File: src/rtl/instr_encoder.sv
// ----------------------------------------------------------------------------
// instr_encoder
//
// Turns a small symbolic instruction request (operation select, register
// indices, immediate) into a 32-bit RV32I machine word behind a single
// valid/ready output register stage. Every emitted word is tagged with its
// byte address, starting at BASE_ADDR after reset and advancing by 4 on each
// accepted output. Requests with an illegal op_sel or an out-of-range
// immediate are replaced by a NOP (addi x0, x0, 0) flagged with out_err. The
// NOP still takes an address, so the surrounding words keep their addresses.
//
// Ports
//   clk        in   1   clock, all state updates on the rising edge
//   rst        in   1   synchronous active-high reset
//   in_valid   in   1   request present on op_sel/rd/rs1/rs2/imm
//   in_ready   out  1   encoder can take a request this cycle
//   op_sel     in   4   operation select (14-15 illegal)
//   rd         in   5   destination register index
//   rs1        in   5   first source register index
//   rs2        in   5   second source register index
//   imm        in   32  signed byte offset / immediate (full value for LUI)
//   out_valid  out  1   out_instr/out_addr/out_err hold a word
//   out_ready  in   1   consumer takes the word
//   out_instr  out  32  encoded instruction word
//   out_addr   out  32  byte address of out_instr
//   out_err    out  1   word is a substituted NOP
//   err_count  out  8   saturating count of emitted error words
// ----------------------------------------------------------------------------
module instr_encoder #(
    parameter logic [31:0] BASE_ADDR = 32'h0000_0000
) (
    input  logic        clk,
    input  logic        rst,
    input  logic        in_valid,
    output logic        in_ready,
    input  logic [3:0]  op_sel,
    input  logic [4:0]  rd,
    input  logic [4:0]  rs1,
    input  logic [4:0]  rs2,
    input  logic [31:0] imm,
    output logic        out_valid,
    input  logic        out_ready,
    output logic [31:0] out_instr,
    output logic [31:0] out_addr,
    output logic        out_err,
    output logic [7:0]  err_count
);

    // Operation select codes
    localparam logic [3:0] OpAdd  = 4'd0;
    localparam logic [3:0] OpSub  = 4'd1;
    localparam logic [3:0] OpAddi = 4'd2;
    localparam logic [3:0] OpLbu  = 4'd3;
    localparam logic [3:0] OpLw   = 4'd4;
    localparam logic [3:0] OpSb   = 4'd5;
    localparam logic [3:0] OpSw   = 4'd6;
    localparam logic [3:0] OpLui  = 4'd7;
    localparam logic [3:0] OpBne  = 4'd8;
    localparam logic [3:0] OpBgeu = 4'd9;
    localparam logic [3:0] OpJal  = 4'd10;
    localparam logic [3:0] OpJalr = 4'd11;
    localparam logic [3:0] OpSlli = 4'd12;
    localparam logic [3:0] OpSrai = 4'd13;

    // RV32I major opcodes
    localparam logic [6:0] OpcOp     = 7'h33;
    localparam logic [6:0] OpcOpImm  = 7'h13;
    localparam logic [6:0] OpcLoad   = 7'h03;
    localparam logic [6:0] OpcStore  = 7'h23;
    localparam logic [6:0] OpcLui    = 7'h37;
    localparam logic [6:0] OpcBranch = 7'h63;
    localparam logic [6:0] OpcJal    = 7'h6F;
    localparam logic [6:0] OpcJalr   = 7'h67;

    localparam logic [31:0] Nop = 32'h0000_0013;

    // Immediate range limits
    localparam logic signed [31:0] ImmIMin = -32'sd2048;
    localparam logic signed [31:0] ImmIMax = 32'sd2047;
    localparam logic signed [31:0] ImmBMin = -32'sd4096;
    localparam logic signed [31:0] ImmBMax = 32'sd4094;
    localparam logic signed [31:0] ImmJMin = -32'sd1048576;
    localparam logic signed [31:0] ImmJMax = 32'sd1048574;

    // ------------------------------------------------------------------------
    // Output register stage state
    // ------------------------------------------------------------------------
    logic        out_valid_q, out_valid_d;
    logic [31:0] out_instr_q, out_instr_d;
    logic        out_err_q,   out_err_d;
    // Address of the word currently held, or of the next word when empty.
    // It only moves on an output handshake, so it never drifts with in_valid.
    logic [31:0] addr_q,      addr_d;
    logic [7:0]  err_cnt_q,   err_cnt_d;

    logic out_hs;
    logic in_hs;

    // ------------------------------------------------------------------------
    // Immediate range checks
    // ------------------------------------------------------------------------
    logic signed [31:0] imm_s;
    logic               fits_i;
    logic               fits_b;
    logic               fits_j;
    logic               fits_u;
    logic               fits_sh;

    assign imm_s   = $signed(imm);
    assign fits_i  = (imm_s >= ImmIMin) && (imm_s <= ImmIMax);
    assign fits_b  = (imm_s >= ImmBMin) && (imm_s <= ImmBMax) && !imm[0];
    assign fits_j  = (imm_s >= ImmJMin) && (imm_s <= ImmJMax) && !imm[0];
    assign fits_u  = (imm[11:0] == 12'h000);
    // Treating imm as unsigned also rejects negative shift amounts
    assign fits_sh = (imm[31:5] == 27'd0);

    // ------------------------------------------------------------------------
    // Encoder
    // ------------------------------------------------------------------------
    logic [31:0] enc_raw;
    logic        enc_ok;
    logic [31:0] enc_instr;
    logic        enc_err;

    always_comb begin
        enc_raw = Nop;
        enc_ok  = 1'b0;
        case (op_sel)
            OpAdd: begin
                enc_raw = {7'h00, rs2, rs1, 3'b000, rd, OpcOp};
                enc_ok  = 1'b1;
            end
            OpSub: begin
                enc_raw = {7'h20, rs2, rs1, 3'b000, rd, OpcOp};
                enc_ok  = 1'b1;
            end
            OpAddi: begin
                enc_raw = {imm[11:0], rs1, 3'b000, rd, OpcOpImm};
                enc_ok  = fits_i;
            end
            OpLbu: begin
                enc_raw = {imm[11:0], rs1, 3'b100, rd, OpcLoad};
                enc_ok  = fits_i;
            end
            OpLw: begin
                enc_raw = {imm[11:0], rs1, 3'b010, rd, OpcLoad};
                enc_ok  = fits_i;
            end
            OpSb: begin
                enc_raw = {imm[11:5], rs2, rs1, 3'b000, imm[4:0], OpcStore};
                enc_ok  = fits_i;
            end
            OpSw: begin
                enc_raw = {imm[11:5], rs2, rs1, 3'b010, imm[4:0], OpcStore};
                enc_ok  = fits_i;
            end
            OpLui: begin
                enc_raw = {imm[31:12], rd, OpcLui};
                enc_ok  = fits_u;
            end
            OpBne: begin
                enc_raw = {imm[12], imm[10:5], rs2, rs1, 3'b001, imm[4:1], imm[11],
                           OpcBranch};
                enc_ok  = fits_b;
            end
            OpBgeu: begin
                enc_raw = {imm[12], imm[10:5], rs2, rs1, 3'b111, imm[4:1], imm[11],
                           OpcBranch};
                enc_ok  = fits_b;
            end
            OpJal: begin
                enc_raw = {imm[20], imm[10:1], imm[11], imm[19:12], rd, OpcJal};
                enc_ok  = fits_j;
            end
            OpJalr: begin
                enc_raw = {imm[11:0], rs1, 3'b000, rd, OpcJalr};
                enc_ok  = fits_i;
            end
            OpSlli: begin
                enc_raw = {7'h00, imm[4:0], rs1, 3'b001, rd, OpcOpImm};
                enc_ok  = fits_sh;
            end
            OpSrai: begin
                enc_raw = {7'h20, imm[4:0], rs1, 3'b101, rd, OpcOpImm};
                enc_ok  = fits_sh;
            end
            default: begin
                enc_raw = Nop;
                enc_ok  = 1'b0;
            end
        endcase
    end

    assign enc_instr = enc_ok ? enc_raw : Nop;
    assign enc_err   = !enc_ok;

    // ------------------------------------------------------------------------
    // Handshakes
    // ------------------------------------------------------------------------
    // Ready is held high in reset even if a stalled word is about to be
    // discarded; acceptance is still blocked by rst below.
    assign in_ready = rst || !out_valid_q || out_ready;
    assign out_hs   = out_valid_q && out_ready;
    assign in_hs    = in_valid && in_ready && !rst;

    // ------------------------------------------------------------------------
    // Next-state logic
    // ------------------------------------------------------------------------
    always_comb begin
        out_valid_d = out_valid_q;
        out_instr_d = out_instr_q;
        out_err_d   = out_err_q;
        addr_d      = addr_q;
        err_cnt_d   = err_cnt_q;

        if (out_hs) begin
            addr_d = addr_q + 32'd4;
            if (out_err_q && (err_cnt_q != 8'hFF)) begin
                err_cnt_d = err_cnt_q + 8'd1;
            end
        end

        if (in_hs) begin
            out_valid_d = 1'b1;
            out_instr_d = enc_instr;
            out_err_d   = enc_err;
        end else if (out_hs) begin
            out_valid_d = 1'b0;
        end
    end

    always_ff @(posedge clk) begin
        if (rst) begin
            out_valid_q <= 1'b0;
            out_instr_q <= 32'h0000_0000;
            out_err_q   <= 1'b0;
            addr_q      <= BASE_ADDR;
            err_cnt_q   <= 8'h00;
        end else begin
            out_valid_q <= out_valid_d;
            out_instr_q <= out_instr_d;
            out_err_q   <= out_err_d;
            addr_q      <= addr_d;
            err_cnt_q   <= err_cnt_d;
        end
    end

    assign out_valid = out_valid_q;
    assign out_instr = out_instr_q;
    assign out_err   = out_err_q;
    assign out_addr  = addr_q;
    assign err_count = err_cnt_q;

endmodule

File: config.mk
export PLATFORM = sky130hd
export DESIGN_NAME = instr_encoder
export DESIGN_NICKNAME = d
export VERILOG_FILES = /design/src/rtl/instr_encoder.sv
export SDC_FILE = /design/constraint.sdc
export NUM_CORES = 1
export LEC_CHECK = 0
export ABC_AREA = 1
export CAP_MARGIN = 10
export CORE_MARGIN = 2
export CORE_UTILIZATION = 55
export DETAILED_ROUTE_END_ITERATION = 10
export DONT_BUFFER_PORTS = 1
export PLACE_DENSITY = 0.7
export SLEW_MARGIN = 20
export SYNTH_ARGS = -nofsm -noshare
export SYNTH_HDL_FRONTEND = slang
export SYNTH_SLANG_ARGS = --single-unit
File: constraint.sdc
create_clock -name clk -period 2.2 [get_ports clk]
set_input_delay 0.44 -clock clk [delete_from_list [all_inputs] [get_ports clk]]
set_output_delay 0.44 -clock clk [all_outputs]
set_load 0.05 [all_outputs]
==> flow_summary_export.csv <==
group,metric,value,unit
grt,antenna_found_initial,0,
clock_network,post-cts-setup-buffer-count,0,
clock_network,cts_tree,"yes",
yosys,avgSynthCellArea,6.64,µm²
yosys,netlist_area,0.00424,mm²
yosys,synth_compound_area_share,16.4,%
yosys,synth_flop_cell,"dfxtp_1",
detailed_routing,wl,11.9,mm
run_status,outcome,"complete, no violations",
grt,grt_pass1_wl,19.5,mm
floorplanning,fp.dieW,91.8,µm
grt,grt_pass1_vias,3991,
yosys,synth-edff-count,0,
yosys,synth_top_family_by_area,"simple AND/OR/NAND/NOR gates",
clock_network,cts_buffers,9,
detailed_routing,via_per_inst,5.57,
timing,finClkSkew,0.00848,ns
grt,grt_max_degree,52,
clock_network,cts_sinks,71,
clock_network,htree_num_levels,3,
floorplanning,die_area,0.00843,mm²
clock_network,root_buffer,"clkbuf_8",
placed_design,placed_area,0.00462,mm²
setup_path,cp-end-kind,"flip-flop",
setup_path,cp_max_fo,3,
yosys,synth_xor_area_share,2.48,%
power_and_ir_drop,p_total,2790,µW
clock_network,clk_pin_slew_worst_paths,0.09,ns
timing,slew_headroom,56.9,%
grt,grt_usage,28.4,%
yosys,synthMuxAreaShare,0,%
cells_and_area,drive_gt1_share,18.4,%
placed_design,placed_cells,766,
setup_path,start_kind,"flip-flop",
floorplanning,pin_count,130,
timing,setup_violations,0,
power_and_ir_drop,vdd_drop_max,0.536,mV
yosys,synth_seq_cells,71,
cells_and_area,final_area,0.00486,mm²
setup_path,cp.arrival,2.23,ns
detailed_routing,wl_per_cell,15.3,µm
yosys,synth-seq-area-share,33.5,%
detailed_routing,ant_nets,0,
floorplanning,core,0.00761,mm²
floorplanning,die_y,91.8,µm
setup_path,slowest_delay,0.37,ns
yosys,synth_cells,639,
yosys,synth-simple-area-share,37.5,%
cells_and_area,diodes,0,
detailed_routing,drt_iter0_markers,226,
timing,hold-worst-slack,0.151,ns
timing,hold_violations,0,
yosys,synthAdderAreaFrac,0.590,%
detailed_routing,first_pass_iters,5,
floorplanning,initial_core_util,55.8,%
placed_design,hpwl,9.01,mm
timing,min_period,1.99,ns
flow_run,drv_cap,0,
cells_and_area,post-route-util,63.9,%
setup_path,r2r_slack,0.21,ns
clock_network,cts_hold_repair.buffers,0,
detailed_routing,post-route-drc-count,0,
yosys,synth.distinct_cells,43,
power_and_ir_drop,power.density,573,mW/mm²
yosys,ys_warn_count,0,
placed_design,portBuffers,0,
timing,fin_crit_sh,90.4,%
hold_path,min_path_type,"in -> reg",
timing,fmax,503,MHz
placed_design,gp_congestion,0.971,
setup_path,critPathRequiredTime,2.44,ns
timing,tightest_slew,0.646,ns
clock_network,clock_path_buffers,2,
cells_and_area,stdcell_count,782,
detailed_routing,via_count,4353,
power_and_ir_drop,leakagePower,0.00188,µW
yosys,async_flop_share,0,%
cells_and_area,syn2layout_area_growth,14.6,%
grt,gr-total-overflow,0,
cells_and_area,num-nets-final,732,
setup_path,worstSetupPathType,"reg -> reg",
setup_path,cp_slowest_cell,"dfxtp_1",
timing,drv_slew,0,
floorplanning,row_count,32,
clock_network,clk_latency,0.35,ns
setup_path,cp_cell_sequence,"ha_1 -> inv_1 -> nor3_4 -> nand2_2 -> nor2_4 -> nand3_2 -> inv_1 -> nand2_1 -> nor2_4 -> nand2_1 -> nor2_1 -> xnor2_1 -> nor2_1",
registers in the layout, indices dropped and copies added, names as in the netlist:
register and count:
out_instr 31, out_addr 30, err_count 8, out_err 1, out_valid 1
cells in the mapped netlist, types with 7 or more instances:
cell	count	area share (%)
inv_1	64	5.7
xor2_1	7	1.4
nand4_1	14	2.1
nor2_1	85	7.5
nand2_1	152	13
inv_2	10	0.88
a21oi_2	13	2.7
nand3_2	19	4.5
a21oi_1	38	4.5
nand3_1	37	4.4
clkbuf_1	12	1.1
o21ai_0	46	5.4
dfxtp_1	71	34
layout by cell type, fill, tap and decap left out, drive strengths merged, types with 4 or more instances in the layout:
master / count
nor2: 96
o21ai: 46
nand3: 56
nand4: 14
buf: 47
nor3: 7
xnor2: 5
clkbuf: 11
nor3b: 4
nand2: 154
nor4: 6
o221ai: 4
dfxtp: 71
a21oi: 51
xor2: 7
inv: 76
cell type report:
class | instances | area, µm²
repair buffers | 47 | 365
multi-input cells | 472 | 2450
inverters | 74 | 278
clock buffers | 11 | 151
clock inverters | 5 | 63.8
well taps | 102 | 128
fillers | 738 | 2750
flip-flops and latches | 71 | 1420
repair_timing:
item                                   CTS  global route
endpoints found under the hold margin    0             0
setup endpoints to repair                0             6
gates resized for setup                  0             5
cell families after synthesis:
logic type,after synthesis
and+or+nand+nor,339
xor gates and xnor gates,12
adders and majority gates,2
other,1
AOI/OAI and AO/OA,117
buffers and inverters,97
DFF,71
worst paths after layout:
path,depth (start not counted),from,end
worst min register to register,2,out_addr[12]$_SDFFE_PP0P_,out_addr[12]$_SDFFE_PP0P_
worst max-delay path,13,out_addr[3]$_SDFFE_PP0P_,out_addr[30]$_SDFFE_PP0P_
worst max register to register,13,out_addr[3]$_SDFFE_PP0P_,out_addr[30]$_SDFFE_PP0P_
worst min-delay path,1,rst,out_instr[10]$_SDFFE_PP0P_
metal layers:
| layer | vias to the layer above | GRT usage, % | part of all wire (%) |
|---|---|---|---|
| met3 | 18 | 7.89 | 10 |
| li1 | 2168 | - | - |
| met4 | 0 | 7.59 | 1.7 |
| met2 | 197 | 45.7 | 46 |
| met5 | - | 0 | 0 |
| met1 | 1970 | 37.6 | 42 |
power by group:
group | total, µW | switching [µW] | internal, µW
clock network | 1130 | 533 | 596
registers | 1330 | 33.1 | 1300
logic | 325 | 228 | 96.4
critical path, delay by kind of cell, from the launching register on:
| family | cells | cell delay (ns) |
|---|---|---|
| flops | 1 | 0.37 |
| xor+xnor | 1 | 0.13 |
| buf+inv | 2 | 0.16 |
| fa+ha+maj | 1 | 0.15 |
| simple gates | 9 | 1.07 |
stage by stage:
| stage | setup TNS (ns) | worst slack (ns) |
|---|---|---|
| finish | 0 | 0.212 |
| global route | -0.0222 | -0.0222 |
| CTS | 0 | 0.153 |
| detailed placement | 0 | 0.205 |
| global placement | 0 | 0.267 |
| floorplan | 0 | 0.00951 |
Note: power is estimated with default switching activity, not from simulation.
